$ cat config.mk
export PLATFORM = sky130hd
export DESIGN_NAME = axi4s_uart_rx
export DESIGN_NICKNAME = d
export VERILOG_FILES = /design/src/rtl/axi4s_uart_pkg.sv /design/src/rtl/uart_rx_sync.sv /design/src/rtl/axi4s_uart_rx.sv
export SDC_FILE = /design/constraint.sdc
export NUM_CORES = 1
export LEC_CHECK = 0
export ABC_AREA = 1
export CAP_MARGIN = 15
export CELL_PAD_IN_SITES_DETAIL_PLACEMENT = 0
export CELL_PAD_IN_SITES_GLOBAL_PLACEMENT = 2
export CORE_MARGIN = 2
export CORE_UTILIZATION = 37
export CTS_BUF_LIST = sky130_fd_sc_hd__clkbuf_4
export CTS_CLUSTER_SIZE = 20
export DETAILED_ROUTE_END_ITERATION = 7
export HOLD_SLACK_MARGIN = 0.12
export PLACE_DENSITY_LB_ADDON = 0.1
export RECOVER_POWER = 100
export SLEW_MARGIN = 10
export SYNTH_ARGS = -nofsm -noshare
export SYNTH_HDL_FRONTEND = slang
export SYNTH_SLANG_ARGS = --single-unit
export TNS_END_PERCENT = 100
$ cat constraint.sdc
create_clock -name aclk -period 4.4 [get_ports aclk]
set_input_delay 0.44 -clock aclk [delete_from_list [all_inputs] [get_ports aclk]]
set_output_delay 0.44 -clock aclk [all_outputs]
set_load 0.05 [all_outputs]
$ cat src/rtl/axi4s_uart_pkg.sv
// Shared definitions for the AXI4-Stream UART blocks: receiver states, bit-timing helpers
// and the synthesis/simulation baud-rate selection.
package axi4s_uart_pkg;

    typedef enum logic [2:0] {
        IDLE,
        START,
        DATA,
        STOP,
        WAIT_IDLE
    } rx_state_t;

    // Synthesis tools define SYNTHESIS; anything else runs at the fast simulation line rate.
`ifdef SYNTHESIS
    localparam bit USE_SIM_BAUD = 1'b0;
`else
    localparam bit USE_SIM_BAUD = 1'b1;
`endif

    function automatic int used_baud_rate(int baud, int baud_sim);
        return USE_SIM_BAUD ? baud_sim : baud;
    endfunction

    function automatic int tics_per_beat(real freq, int baud);
        return $rtoi(freq / real'(baud) + 0.5);
    endfunction

endpackage

$ cat src/rtl/uart_rx_sync.sv
// Brings the asynchronous uart_rxd pin into the aclk domain and flags its falling edges.
// All flops reset to the idle-high line level so a reset never fabricates a start edge.
module uart_rx_sync #(
    parameter int SYNC_STAGES = 2
) (
    input  logic aclk,
    input  logic areset,
    input  logic uart_rxd,
    output logic rxd_s,
    output logic rxd_fall
);

    logic [SYNC_STAGES-1:0] sync_ff;
    logic                   rxd_prev;

    always_ff @(posedge aclk) begin
        if (areset) begin
            sync_ff  <= '1;
            rxd_prev <= 1'b1;
        end else begin
            sync_ff  <= {sync_ff[SYNC_STAGES-2:0], uart_rxd};
            rxd_prev <= sync_ff[SYNC_STAGES-1];
        end
    end

    assign rxd_s    = sync_ff[SYNC_STAGES-1];
    assign rxd_fall = rxd_prev & ~rxd_s;

endmodule

$ cat src/rtl/axi4s_uart_rx.sv
// 8N1 UART receiver that presents each received byte as one AXI4-Stream beat.
// Define AXI4S_UART_RX_MAJORITY_EN to take every bit as a 2-of-3 vote around its centre.
module axi4s_uart_rx
    import axi4s_uart_pkg::*;
#(
    parameter real ACLK_FREQUENCY = 200000000.0,
    parameter int  BAUD_RATE      = 9600,
    parameter int  BAUD_RATE_SIM  = 50000000,
    parameter int  SYNC_STAGES    = 2
) (
    input  logic       aclk,
    input  logic       areset,
    input  logic       uart_rxd,
    output logic       rx_byte_tvalid,
    input  logic       rx_byte_tready,
    output logic [7:0] rx_byte_tdata,
    output logic       rx_byte_tkeep,
    output logic       frame_error,
    output logic       overrun
);

    localparam int TICS = tics_per_beat(ACLK_FREQUENCY, used_baud_rate(BAUD_RATE, BAUD_RATE_SIM));
    localparam int TW   = $clog2(TICS);
    localparam logic [TW-1:0] START_RELOAD = TW'(TICS / 2 - 1);

    logic            rxd_s;
    logic            rxd_fall;
    rx_state_t       state, state_next;
    logic [TW-1:0]   tic_cnt, tic_next;
    logic [2:0]      bit_cnt, bit_next;
    logic [7:0]      shreg, shreg_next;
    logic            active;
    logic            decide;
    logic            sample;
    logic            byte_done;
    logic            stop_err;

    uart_rx_sync #(
        .SYNC_STAGES (SYNC_STAGES)
    ) u_sync (
        .aclk     (aclk),
        .areset   (areset),
        .uart_rxd (uart_rxd),
        .rxd_s    (rxd_s),
        .rxd_fall (rxd_fall)
    );

    assign active = (state == START) || (state == DATA) || (state == STOP);

`ifdef AXI4S_UART_RX_MAJORITY_EN
    // The vote needs the sample after the centre, so the decision lands one cycle late; the
    // shorter reload keeps later bit centres exactly TICS apart.
    localparam logic [TW-1:0] BIT_RELOAD = TW'(TICS - 2);

    logic [1:0] rxd_hist;
    logic       sample_due;

    always_ff @(posedge aclk) begin
        if (areset) begin
            rxd_hist   <= 2'b11;
            sample_due <= 1'b0;
        end else begin
            rxd_hist   <= {rxd_hist[0], rxd_s};
            sample_due <= active && (tic_cnt == '0) && !sample_due;
        end
    end

    assign decide = sample_due;
    assign sample = (rxd_hist[1] & rxd_hist[0]) | (rxd_hist[1] & rxd_s) | (rxd_hist[0] & rxd_s);
`else
    localparam logic [TW-1:0] BIT_RELOAD = TW'(TICS - 1);

    assign decide = active && (tic_cnt == '0);
    assign sample = rxd_s;
`endif

    always_ff @(posedge aclk) begin
        if (areset) begin
            state   <= IDLE;
            tic_cnt <= '0;
            bit_cnt <= '0;
            shreg   <= '0;
        end else begin
            state   <= state_next;
            tic_cnt <= tic_next;
            bit_cnt <= bit_next;
            shreg   <= shreg_next;
        end
    end

    always_comb begin
        state_next = state;
        tic_next   = tic_cnt;
        bit_next   = bit_cnt;
        shreg_next = shreg;
        byte_done  = 1'b0;
        stop_err   = 1'b0;

        if (active && !decide && (tic_cnt != '0)) begin
            tic_next = tic_cnt - TW'(1);
        end

        case (state)
            IDLE: begin
                if (rxd_fall) begin
                    state_next = START;
                    tic_next   = START_RELOAD;
                end
            end
            START: begin
                if (decide) begin
                    if (sample) begin
                        state_next = IDLE;
                    end else begin
                        state_next = DATA;
                        tic_next   = BIT_RELOAD;
                        bit_next   = 3'd7;
                    end
                end
            end
            DATA: begin
                if (decide) begin
                    shreg_next = {sample, shreg[7:1]};
                    tic_next   = BIT_RELOAD;
                    if (bit_cnt == 3'd0) begin
                        state_next = STOP;
                    end else begin
                        bit_next = bit_cnt - 3'd1;
                    end
                end
            end
            STOP: begin
                if (decide) begin
                    if (sample) begin
                        byte_done  = 1'b1;
                        state_next = IDLE;
                    end else begin
                        stop_err   = 1'b1;
                        state_next = WAIT_IDLE;
                    end
                end
            end
            WAIT_IDLE: begin
                if (rxd_s) begin
                    state_next = IDLE;
                end
            end
            default: state_next = IDLE;
        endcase
    end

    // A completing byte may only load when the holding register is free or draining this cycle.
    always_ff @(posedge aclk) begin
        if (areset) begin
            rx_byte_tvalid <= 1'b0;
            rx_byte_tdata  <= '0;
            frame_error    <= 1'b0;
            overrun        <= 1'b0;
        end else begin
            frame_error <= stop_err;
            overrun     <= byte_done && rx_byte_tvalid && !rx_byte_tready;
            if (byte_done && (!rx_byte_tvalid || rx_byte_tready)) begin
                rx_byte_tvalid <= 1'b1;
                rx_byte_tdata  <= shreg;
            end else if (rx_byte_tvalid && rx_byte_tready) begin
                rx_byte_tvalid <= 1'b0;
            end
        end
    end

    assign rx_byte_tkeep = 1'b1;

endmodule

# == After elaboration in Yosys (flattened, before gate mapping) ==
# Index checks and enable logic that the tools add are counted.
# classes
add_sub_neg,2
n_eq_ne,12
mux,26
bitwise,4
reduce_logical,23
# op_table
cell,count
$mux 15,5
$pmux 15 s3,1
$mux 3,11
$logic_not 15->1,1
$pmux 3 s5,1
$reduce_bool 15->1,1
$sub 15x1->15 const B,1
$ne 2x2->1 const B,6
$logic_and 1x1->1,7
$eq 3x2->1 const B,2
$logic_not 3->1,2
$mux 1,6
$pmux 3 s2,1
$reduce_and 6->1,1
$reduce_and 5->1,1
$ne 2x1->1 const B,2
$reduce_bool 2->1,2
$eq 3x1->1 const B,1
$eq 3x3->1 const B,1
$logic_not 1->1,3
$logic_or 1x1->1,3
$not 1->1,3
$reduce_or 3->1,1
$sub 3x1->3 const B,1
other kinds (3),3
# word_totals
ff_bits,43
inputBits,4
output_inout_bits,12
word_cells,77

# == Logic depth before layout (Yosys ltp) ==
# Gate-level depths: netlist (run 1).
# depth
word_depth,11
mapped_depth,12
ltp_nobuf,12

# == Modules after synthesis ==
# Synthesis (run 1) repeated with hierarchy kept, for this count alone.
# unflattened
cells_unflattened,280
area_unflattened_um2,2069.5
# by_module_without_submodules
mod,n_inst,cells_each,area_each_um2,seq_area_each_um2
axi4s_uart_rx,1,268,1975.6,800.8
uart_rx_sync,1,12,93.8,60.1

# == Worst setup path before layout (run 1) ==
# OpenSTA, ideal clock, no wires.
# synth_path
path_kind,reg-to-reg
startpoint,register tic_cnt[0]
endpoint,register bit_cnt[1]
setup_ns,0.119
t_arrival_ns,1.430
required_ns,4.281
setup_slack_ns,2.850
path_stages_with_launch,9
path_buffers,0
synth_period_minus_slack_ns,1.550
cell_sequence,dfxtp_1 > inv_1 > ha_1 > nand3_2 > nor2_2 > nand2_4 > nor3b_1 > and2_1 > a21oi_1
# synth_between
elab_chain_len,4
elab_cells_between_ends,5
classes_between,eq/ne: 2; reduce/logical: 3
# synth_lines
item,line_no,rtl
start: declaration,axi4s_uart_rx.sv:29,"logic [TW-1:0] tic_cnt, tic_next;"
start signal: assignment,axi4s_uart_rx.sv:85,tic_cnt <= tic_next;
$logic_not 15->1 (*),axi4s_uart_rx.sv:73,assign decide = active && (tic_cnt == '0);
$logic_and 1x1->1 (*),axi4s_uart_rx.sv:73,
$ne 2x2->1 (no line),--,
$reduce_and 5->1 (no line) (*),--,
end signal: assignment,axi4s_uart_rx.sv:86,bit_cnt <= bit_next;
end: declaration,axi4s_uart_rx.sv:30,"logic [2:0] bit_cnt, bit_next;"
# Mark *: on every way between the ends. The rest lies on a longest branch, timed or not.
# A chain may end at the register's enable or synchronous reset.

# == Final worst setup path (run 1) ==
# layout_path
startpoint,register tic_cnt[0]
endpoint,register rx_byte_tdata[4]
# layout_between
elab_chain_len,5
# layout_lines
item,line_no,rtl
$logic_not 15->1,axi4s_uart_rx.sv:73,
$logic_and 1x1->1,axi4s_uart_rx.sv:73,
$mux 1,axi4s_uart_rx.sv:133,if (decide) begin
$mux 1,axi4s_uart_rx.sv:103,case (state)
$logic_and 1x1->1,axi4s_uart_rx.sv:162,if (byte_done && (!rx_byte_tvalid || rx_byte_tready)) begin
end signal: assignment,axi4s_uart_rx.sv:164,rx_byte_tdata <= shreg;
end: declaration,axi4s_uart_rx.sv:16,"output logic [7:0] rx_byte_tdata,"
# No other way between the ends.

==> flow_results.xml, run 1 <==
<?xml version="1.0" encoding="UTF-8"?>
<metrics>
  <group name="status">
    <metric name="outcome" unit="">completed</metric>
  </group>
  <group name="power">
    <metric name="combPwrFrac" unit="%">50.9</metric>
    <metric name="seqPwrFrac" unit="%">36.2</metric>
    <metric name="power.share.switching" unit="%">46.5</metric>
    <metric name="clock_power_share" unit="%">13.0</metric>
    <metric name="power.net_switching" unit="W">0.000697</metric>
    <metric name="power.internal" unit="W">0.000802</metric>
    <metric name="power.density" unit="mW/mm^2">655</metric>
    <metric name="vdd_ir_drop_max" unit="mV">0.217</metric>
    <metric name="power.leakage" unit="nW">1.03</metric>
  </group>
  <group name="min_path">
    <metric name="holdCritStartpoint" unit="">u_sync.sync_ff[0]$_SDFF_PP1_</metric>
    <metric name="worst_hold_path.endpoint" unit="">u_sync.sync_ff[1]$_SDFF_PP1_</metric>
    <metric name="hold_path_class" unit="">reg2reg</metric>
    <metric name="hold_path_depth" unit="">1</metric>
  </group>
  <group name="synth">
    <metric name="synth_xor_area_share" unit="%">3.72</metric>
    <metric name="syn_avg_cell_area" unit="sq um">7.31</metric>
    <metric name="synth_async_sr_flop_share" unit="%">0</metric>
    <metric name="synth_top_family_by_area" unit="">simple AND/OR/NAND/NOR gates</metric>
    <metric name="synth.mux.area_fraction" unit="%">0</metric>
    <metric name="ys_seq_area_share" unit="%">40.6</metric>
    <metric name="synthMostInstantiatedCell" unit="">sky130_fd_sc_hd__nand2_1</metric>
    <metric name="synth.top_cell.area_share" unit="%">40.6</metric>
    <metric name="yosysWarningCount" unit="">0</metric>
    <metric name="synth_compound_gate_area_share" unit="%">15.7</metric>
    <metric name="post_synth_and_or_nand_nor_area_fraction" unit="%">27.7</metric>
    <metric name="postSynthRegisterBits" unit="">43</metric>
    <metric name="ys_top_cells_by_area" unit="">sky130_fd_sc_hd__dfxtp_1 (41%), sky130_fd_sc_hd__nand2_1 (10%), sky130_fd_sc_hd__o21ai_0 (7.1%)</metric>
    <metric name="synth_cells" unit="">290</metric>
    <metric name="syn-num-nets" unit="">297</metric>
    <metric name="synth_adder_area_share" unit="%">1.77</metric>
    <metric name="yosysUniqueCellTypes" unit="">35</metric>
    <metric name="dominantRegCellSynth" unit="">sky130_fd_sc_hd__dfxtp_1</metric>
    <metric name="syn-cell-area" unit="sq mm">0.00212</metric>
    <metric name="synth-edff-count" unit="">0</metric>
    <metric name="netlist_top_cells_count" unit="">sky130_fd_sc_hd__nand2_1 (58), sky130_fd_sc_hd__dfxtp_1 (43), sky130_fd_sc_hd__inv_1 (38)</metric>
    <metric name="synth.largest_area_cell" unit="">sky130_fd_sc_hd__dfxtp_1</metric>
  </group>
  <group name="worst_setup_path">
    <metric name="r2r-end" unit="">rx_byte_tdata[4]$_SDFFE_PP0P_</metric>
    <metric name="cp-start-kind" unit="">flop</metric>
    <metric name="worst-path-buf-inv" unit="">2</metric>
    <metric name="cells_traversed_along_the_worst_timing_path" unit="">inv_1 &gt; ha_1 &gt; nand3_1 &gt; nor2_1 &gt; nand2_1 &gt; clkinvlp_2 &gt; nand3_1 &gt; nor2_1 &gt; o21ai_0 &gt; a21oi_1</metric>
    <metric name="rrSetupSlack" unit="ns">1.71</metric>
    <metric name="max_stage_delay" unit="ns">0.83</metric>
    <metric name="rr_startpoint" unit="">tic_cnt[0]$_SDFF_PP0_</metric>
    <metric name="worst-r2r-cell-count" unit="">10</metric>
    <metric name="timing.critical_path.max_delay_family" unit="">simple AND/OR/NAND/NOR gates</metric>
    <metric name="cp_max_fo" unit="">16</metric>
    <metric name="required_time_reported_for_the_critical_path_endpoint" unit="ns">4.69</metric>
    <metric name="timing.critical_path.arrival" unit="ns">2.98</metric>
    <metric name="crit_slowest_cell" unit="">sky130_fd_sc_hd__nor2_1</metric>
    <metric name="setup.worst_path.class" unit="">reg2reg</metric>
    <metric name="setup.worst_path.end_class" unit="">flop</metric>
  </group>
  <group name="clock_tree">
    <metric name="clk_path_buf_depth" unit="">2</metric>
    <metric name="cts.repair_timing.setup_buffer_count" unit="">0</metric>
    <metric name="clk_latency" unit="ns">0.35</metric>
    <metric name="cts.htree.levels" unit="">2</metric>
    <metric name="cts-buffers-inserted" unit="">5</metric>
    <metric name="clock_sinks" unit="">43</metric>
    <metric name="ctsHoldBuffers" unit="">0</metric>
    <metric name="clock_tree_from_tritoncts" unit="">yes</metric>
    <metric name="clkSlewWorstSetupHoldPaths" unit="ns">0.13</metric>
    <metric name="post_cts.resized_instances" unit="">0</metric>
    <metric name="clockRootBuffer" unit="">sky130_fd_sc_hd__clkbuf_4</metric>
  </group>
  <group name="timing">
    <metric name="final.setup_skew" unit="ns">0.00996</metric>
    <metric name="maxSlewHeadroom" unit="%">28.7</metric>
    <metric name="setup_ws" unit="ns">1.71</metric>
    <metric name="setup_viol" unit="">0</metric>
    <metric name="finalHoldViolCount" unit="">0</metric>
    <metric name="rsz0062_at_grt" unit="">false</metric>
    <metric name="max_freq" unit="GHz">0.372</metric>
    <metric name="report.final.slew_viol_count" unit="">0</metric>
    <metric name="tightestPinTransition" unit="ns">1.07</metric>
    <metric name="final_min_period_over_clock_period" unit="%">61.1</metric>
    <metric name="final.setup.tns" unit="ns">0</metric>
    <metric name="finalWorstPathRequiredPeriod" unit="ns">2.69</metric>
  </group>
  <group name="die">
    <metric name="die_width" unit="um">79.7</metric>
    <metric name="num_io_pins" unit="">16</metric>
    <metric name="vertical_die_dimension" unit="um">79.7</metric>
    <metric name="rows" unit="">27</metric>
    <metric name="core_area" unit="sq mm">0.00551</metric>
    <metric name="design.die.area" unit="sq mm">0.00635</metric>
    <metric name="start_util" unit="%">38.5</metric>
  </group>
  <group name="global_routing">
    <metric name="grtUsageMet2" unit="%">26.0</metric>
    <metric name="overflow" unit="">0</metric>
    <metric name="grtUsageTotal" unit="%">15.3</metric>
    <metric name="grt_pass1_wl" unit="um">7610</metric>
    <metric name="gr_util_met3" unit="%">3.05</metric>
    <metric name="grt_max_degree" unit="">28</metric>
    <metric name="global_route.peak_usage_layer" unit="">met2</metric>
    <metric name="grt_pass1_vias" unit="">1671</metric>
    <metric name="groute.layer.met1.usage" unit="%">19.4</metric>
    <metric name="grt_antenna_before_repair" unit="">0</metric>
  </group>
  <group name="layout">
    <metric name="area_growth" unit="%">7.85</metric>
    <metric name="postLayoutCellArea" unit="sq mm">0.00229</metric>
    <metric name="final_nets" unit="">311</metric>
    <metric name="filler_cell_count" unit="">598</metric>
    <metric name="utilization" unit="%">41.5</metric>
    <metric name="n_antenna_cell" unit="">0</metric>
    <metric name="drive_above_1_share" unit="%">6.56</metric>
  </group>
  <group name="route">
    <metric name="drc_errors" unit="">0</metric>
    <metric name="detail_route.first_pass.iterations" unit="">4</metric>
    <metric name="via_count" unit="">1762</metric>
    <metric name="avgRoutedWirePerCell" unit="um">11.5</metric>
    <metric name="routed_wl" unit="um">4340</metric>
    <metric name="ant_nets" unit="">0</metric>
    <metric name="initialDrtViolationCount" unit="">54</metric>
    <metric name="via_per_inst" unit="">4.67</metric>
  </group>
  <group name="placed_design">
    <metric name="port_buffers" unit="">14</metric>
    <metric name="dpl-instance-area" unit="sq mm">0.00228</metric>
    <metric name="gp_congestion" unit="">0.746</metric>
    <metric name="dp_worst_setup_slack" unit="ns">2.16</metric>
    <metric name="detailedPlacementHpwl" unit="um">3250</metric>
  </group>
  <group name="job">
    <metric name="total_of_max_cap_violations" unit="">0</metric>
  </group>
</metrics>
==> area by class of cell <==
type                            count  area, sq um  area share [%]
Clock inverter                      2         12.5           0.547
Inverter                           40          151            6.62
Multi-Input combinational cell    200          987            43.2
Timing Repair Buffer               14          140            6.13
Sequential cell                    43          861            37.6
Tap cell                           72         90.1            3.94
Clock buffer                        6         45.0            1.97
==> per-layer routing <==
| metal | share of wire [%] | up-vias |
|---|---|---|
| li1 | - | 951 |
| met1 | 48 | 784 |
| met2 | 47 | 22 |
| met3 | 3.0 | 5 |
| met4 | 1.4 | 0 |
| met5 | 0 | - |
==> power groups by stage <==
stage	clock (W)	combinational (W)	sequential [W]
after global placement	0	0.000829	0.000555
final	0.000195	0.000762	0.000542
after CTS	0.000203	0.000817	0.000543
after floorplan	0	0.000673	0.000543
after global routing	0.000223	0.000889	0.000556
after detailed placement	0	0.000811	0.000552
==> worst max-delay path by stage <==
| stage | startpoint | to | slack, ns | cells after the start |
|---|---|---|---|---|
| floorplan | tic_cnt[0]$_SDFF_PP0_ | bit_cnt[1]$_SDFFE_PP0P_ | 2.85 | 8 |
| global placement | areset | tic_cnt[1]$_SDFF_PP0_ | 2.17 | 4 |
| detailed placement | areset | tic_cnt[1]$_SDFF_PP0_ | 2.16 | 4 |
| CTS | rx_byte_tdata[6]$_SDFFE_PP0P_ | rx_byte_tdata[6] | 2.40 | 1 |
| global route | tic_cnt[0]$_SDFF_PP0_ | rx_byte_tdata[2]$_SDFFE_PP0P_ | 1.32 | 10 |
| finish | tic_cnt[0]$_SDFF_PP0_ | rx_byte_tdata[4]$_SDFFE_PP0P_ | 1.71 | 10 |
==> state kept, by name, indices dropped and copies added (netlist names) <==
| name | count |
|---|---|
| u_sync.sync_ff | 2 |
| frame_error | 1 |
| overrun | 1 |
| shreg | 8 |
| rx_byte_tdata | 8 |
| tic_cnt | 15 |
| state | 3 |
| u_sync.rxd_prev | 1 |
| bit_cnt | 3 |
| rx_byte_tvalid | 1 |
==> placed cells by master (no fill, tap or decap) <==
cell and n:
sky130_fd_sc_hd__inv_1 39, sky130_fd_sc_hd__conb_1 1, sky130_fd_sc_hd__o21ai_0 30, sky130_fd_sc_hd__a21oi_2 2, sky130_fd_sc_hd__and2_0 1, sky130_fd_sc_hd__clkinvlp_4 1, sky130_fd_sc_hd__ha_1 3, sky130_fd_sc_hd__o21bai_1 1
sky130_fd_sc_hd__a21oi_1 25, sky130_fd_sc_hd__o21ai_2 2, sky130_fd_sc_hd__nor3b_1 2, sky130_fd_sc_hd__a211oi_1 2, sky130_fd_sc_hd__dfxtp_1 43, sky130_fd_sc_hd__clkbuf_4 6, sky130_fd_sc_hd__clkdlybuf4s50_1 2, sky130_fd_sc_hd__nand2_1 61
sky130_fd_sc_hd__or2_2 2, sky130_fd_sc_hd__nand4_1 3, sky130_fd_sc_hd__clkinv_2 1, sky130_fd_sc_hd__dlygate4sd3_1 12, sky130_fd_sc_hd__xnor2_1 5, sky130_fd_sc_hd__nand3_1 15, sky130_fd_sc_hd__nor2_2 3, sky130_fd_sc_hd__clkinvlp_2 1
sky130_fd_sc_hd__xor2_1 4, sky130_fd_sc_hd__nor2_1 31, sky130_fd_sc_hd__nor3_1 5, sky130_fd_sc_hd__nand2_2 1, sky130_fd_sc_hd__nor2_4 1
==> cells by family (layout without fill, tap and decap cells) <==
kind of cell / Yosys count / after routing
AND/OR/NAND/NOR: 125 / 125
flip-flops: 43 / 43
AO/OA/AOI/OAI: 62 / 62
buffers and inverters: 47 / 62
other: 1 / 1
adder cells (fa/ha/maj): 3 / 3
XOR/XNOR: 9 / 9
==> through the flow <==
step | total power [W] | cells | hold slack, ns
final | 0.00150 | 377 | 0.425
after floorplan | 0.00122 | 290 | 0.389
after global placement | 0.00138 | 369 | 0.396
after CTS | 0.00156 | 377 | 0.431
after detailed placement | 0.00136 | 369 | 0.401
after global routing | 0.00167 | 377 | 0.462
Power figures use the tool's default switching activity.
==> run 2: changes to the inputs <==
--- a/config.mk
+++ b/config.mk
@@ -10,7 +10,7 @@
 export CELL_PAD_IN_SITES_DETAIL_PLACEMENT = 0
 export CELL_PAD_IN_SITES_GLOBAL_PLACEMENT = 2
 export CORE_MARGIN = 2
-export CORE_UTILIZATION = 37
+export CORE_UTILIZATION = 31
 export CTS_BUF_LIST = sky130_fd_sc_hd__clkbuf_4
 export CTS_CLUSTER_SIZE = 20
 export DETAILED_ROUTE_END_ITERATION = 7
==> constraint.sdc (replaced) <==
create_clock -name aclk -period 2.2 [get_ports aclk]
set_input_delay 0.22 -clock aclk [delete_from_list [all_inputs] [get_ports aclk]]
set_output_delay 0.22 -clock aclk [all_outputs]
set_load 0.05 [all_outputs]
==> run 2 against run 1 <==
  * Worst hold slack better by 0.0061 ns
  * Critical path type unchanged
  * Critical path depth stayed put
  * Highest routed layer unchanged
  * Die area up 18%
  * Register-to-register slack lost 1.5 ns
  * Sequential power is 100% higher
  * Largest power group unchanged
  * Sequential cell count is the same
==> flow_results.xml, run 2 (same netlist as run 1, synthesis figures left out) <==
<?xml version="1.0" encoding="UTF-8"?>
<metrics>
  <group name="global_routing">
    <metric name="grt_pass1_wl" unit="um">8240</metric>
    <metric name="grt_antenna_before_repair" unit="">0</metric>
    <metric name="overflow" unit="">0</metric>
    <metric name="grt_pass1_vias" unit="">1718</metric>
    <metric name="grtUsageTotal" unit="%">14.2</metric>
    <metric name="grt_max_degree" unit="">20</metric>
  </group>
  <group name="die">
    <metric name="start_util" unit="%">31.6</metric>
    <metric name="design.die.area" unit="sq mm">0.00752</metric>
    <metric name="core_area" unit="sq mm">0.00672</metric>
    <metric name="die_width" unit="um">86.7</metric>
    <metric name="rows" unit="">30</metric>
    <metric name="num_io_pins" unit="">16</metric>
    <metric name="vertical_die_dimension" unit="um">86.7</metric>
  </group>
  <group name="layout">
    <metric name="layout.cells.most_common" unit="">sky130_fd_sc_hd__nand2_1</metric>
    <metric name="n_antenna_cell" unit="">0</metric>
    <metric name="layout_common_cells" unit="">sky130_fd_sc_hd__nand2_1 (58), sky130_fd_sc_hd__dfxtp_1 (43), sky130_fd_sc_hd__inv_1 (38)</metric>
    <metric name="final_nets" unit="">313</metric>
    <metric name="largest_register_ff_count" unit="">15</metric>
    <metric name="largest-register" unit="">tic_cnt</metric>
    <metric name="area_growth" unit="%">11.1</metric>
    <metric name="reg.largest.list" unit="">tic_cnt x15, rx_byte_tdata x8, shreg x8</metric>
    <metric name="drive_above_1_share" unit="%">8.79</metric>
  </group>
  <group name="route">
    <metric name="ant_nets" unit="">0</metric>
    <metric name="routed_wl" unit="um">4830</metric>
    <metric name="avgRoutedWirePerCell" unit="um">12.5</metric>
    <metric name="drc_errors" unit="">0</metric>
    <metric name="detail_route.first_pass.iterations" unit="">4</metric>
    <metric name="via_per_inst" unit="">4.58</metric>
    <metric name="via_count" unit="">1773</metric>
    <metric name="initialDrtViolationCount" unit="">54</metric>
  </group>
  <group name="clock_tree">
    <metric name="clock_tree_from_tritoncts" unit="">yes</metric>
    <metric name="cts.repair_timing.setup_buffer_count" unit="">0</metric>
    <metric name="clock_sinks" unit="">43</metric>
    <metric name="clk_latency" unit="ns">0.35</metric>
    <metric name="ctsHoldBuffers" unit="">0</metric>
    <metric name="cts.htree.levels" unit="">2</metric>
    <metric name="cts-buffers-inserted" unit="">5</metric>
    <metric name="post_cts.resized_instances" unit="">0</metric>
    <metric name="clk_path_buf_depth" unit="">2</metric>
    <metric name="clockRootBuffer" unit="">sky130_fd_sc_hd__clkbuf_4</metric>
    <metric name="clkSlewWorstSetupHoldPaths" unit="ns">0.14</metric>
  </group>
  <group name="timing">
    <metric name="finalHoldViolCount" unit="">0</metric>
    <metric name="final.setup.tns" unit="ns">0</metric>
    <metric name="setup_viol" unit="">0</metric>
    <metric name="finalWorstPathRequiredPeriod" unit="ns">1.95</metric>
    <metric name="maxSlewHeadroom" unit="%">63.0</metric>
    <metric name="final_min_period_over_clock_period" unit="%">88.4</metric>
    <metric name="max_freq" unit="GHz">0.514</metric>
    <metric name="tightestPinTransition" unit="ns">0.554</metric>
    <metric name="final.setup_skew" unit="ns">0.0149</metric>
    <metric name="setup_ws" unit="ns">0.255</metric>
    <metric name="report.final.slew_viol_count" unit="">0</metric>
    <metric name="rsz0062_at_grt" unit="">false</metric>
  </group>
  <group name="worst_setup_path">
    <metric name="setup.worst_path.class" unit="">reg2reg</metric>
    <metric name="setup.worst_path.end_class" unit="">flop</metric>
    <metric name="required_time_reported_for_the_critical_path_endpoint" unit="ns">2.43</metric>
    <metric name="timing.critical_path.arrival" unit="ns">2.18</metric>
    <metric name="cp-start-kind" unit="">flop</metric>
    <metric name="cp_max_fo" unit="">19</metric>
    <metric name="rrSetupSlack" unit="ns">0.25</metric>
  </group>
  <group name="status">
    <metric name="outcome" unit="">completed</metric>
  </group>
  <group name="placed_design">
    <metric name="detailedPlacementHpwl" unit="um">3640</metric>
    <metric name="gp_congestion" unit="">0.792</metric>
    <metric name="port_buffers" unit="">14</metric>
    <metric name="dp_worst_setup_slack" unit="ns">0.327</metric>
  </group>
  <group name="job">
    <metric name="total_of_max_cap_violations" unit="">0</metric>
  </group>
  <group name="power">
    <metric name="power.internal" unit="W">0.00163</metric>
    <metric name="vdd_ir_drop_max" unit="mV">0.315</metric>
    <metric name="power.density" unit="mW/mm^2">1320</metric>
    <metric name="combPwrFrac" unit="%">51.9</metric>
    <metric name="clock_power_share" unit="%">13.1</metric>
    <metric name="power.share.switching" unit="%">47.4</metric>
    <metric name="seqPwrFrac" unit="%">35.0</metric>
    <metric name="power.leakage" unit="nW">1.05</metric>
    <metric name="finalPower" unit="W">0.00311</metric>
    <metric name="power.net_switching" unit="W">0.00147</metric>
  </group>
  <group name="min_path">
    <metric name="hold_path_class" unit="">reg2reg</metric>
  </group>
</metrics>
run 2: changes by cell type in the layout (fill, tap and decap cells not counted), sizes merged:
| cell | delta |
|---|---|
| buf | +1 |
| clkbuf | +1 |
run 2: power by group through the flow:
| stage | sequential, W | clock (W) | combinational, W |
|---|---|---|---|
| floorplan | 0.00109 | 0 | 0.00135 |
| detailed placement | 0.00111 | 0 | 0.00165 |
| CTS | 0.00109 | 0.000433 | 0.00166 |
| finish | 0.00109 | 0.000406 | 0.00161 |
| global placement | 0.00112 | 0 | 0.00167 |
| global route | 0.00111 | 0.000457 | 0.00188 |
run 2: critical path: stages (launching register included):
cell                         delay [ns]
sky130_fd_sc_hd__dfxtp_1           0.42
sky130_fd_sc_hd__inv_1             0.08
sky130_fd_sc_hd__ha_1              0.22
sky130_fd_sc_hd__nand3_2           0.12
sky130_fd_sc_hd__nor2_1            0.08
sky130_fd_sc_hd__nand2_4           0.11
sky130_fd_sc_hd__clkinvlp_2        0.22
sky130_fd_sc_hd__nand2_2           0.34
sky130_fd_sc_hd__nand3_1           0.12
sky130_fd_sc_hd__nand2_1           0.07
sky130_fd_sc_hd__a21oi_1           0.06
run 2: through the flow:
| stage | hold WS, ns | cell area, sq um | std cells | utilization [%] |
|---|---|---|---|---|
| finish | 0.431 | 2360 | 387 | 35.1 |
| global route | 0.429 | 2360 | 387 | 35.1 |
| CTS | 0.404 | 2370 | 387 | 35.2 |
| detailed placement | 0.402 | 2310 | 379 | 34.4 |
| global placement | 0.397 | 2310 | 379 | 34.4 |
| floorplan | 0.324 | 2120 | 290 | - |
run 2: layout make-up:
type | instances | area (sq um)
repair buffers | 16 | 151
flip-flops and latches | 43 | 861
clock inverters | 2 | 12.5
multi-input cells | 200 | 1030
well taps | 80 | 100
inverters | 40 | 151
fillers | 734 | 4360
clock buffers | 6 | 45.0
run 2: path summary, 6_finish.rpt:
path                                              startpoint                            to  depth (start not counted)
worst max-delay path                   tic_cnt[0]$_SDFF_PP0_         tic_cnt[8]$_SDFF_PP0_                         10
worst min-delay path            u_sync.sync_ff[0]$_SDFF_PP1_  u_sync.sync_ff[1]$_SDFF_PP1_                          1
worst max register to register         tic_cnt[0]$_SDFF_PP0_         tic_cnt[8]$_SDFF_PP0_                         10
worst min register to register  u_sync.sync_ff[0]$_SDFF_PP1_  u_sync.sync_ff[1]$_SDFF_PP1_                          1
run 2: per-layer routing:
metal / global-route usage, % / part of all wire, % / wire length [um] / vias to the layer above
li1: - / - / - / 960
met1: 18.9 / 50 / 2430 / 793
met2: 23.3 / 47 / 2260 / 16
met3: 3.14 / 1.9 / 91 / 4
met4: 3.84 / 1.1 / 53 / 0
met5: 0 / 0 / 0 / -
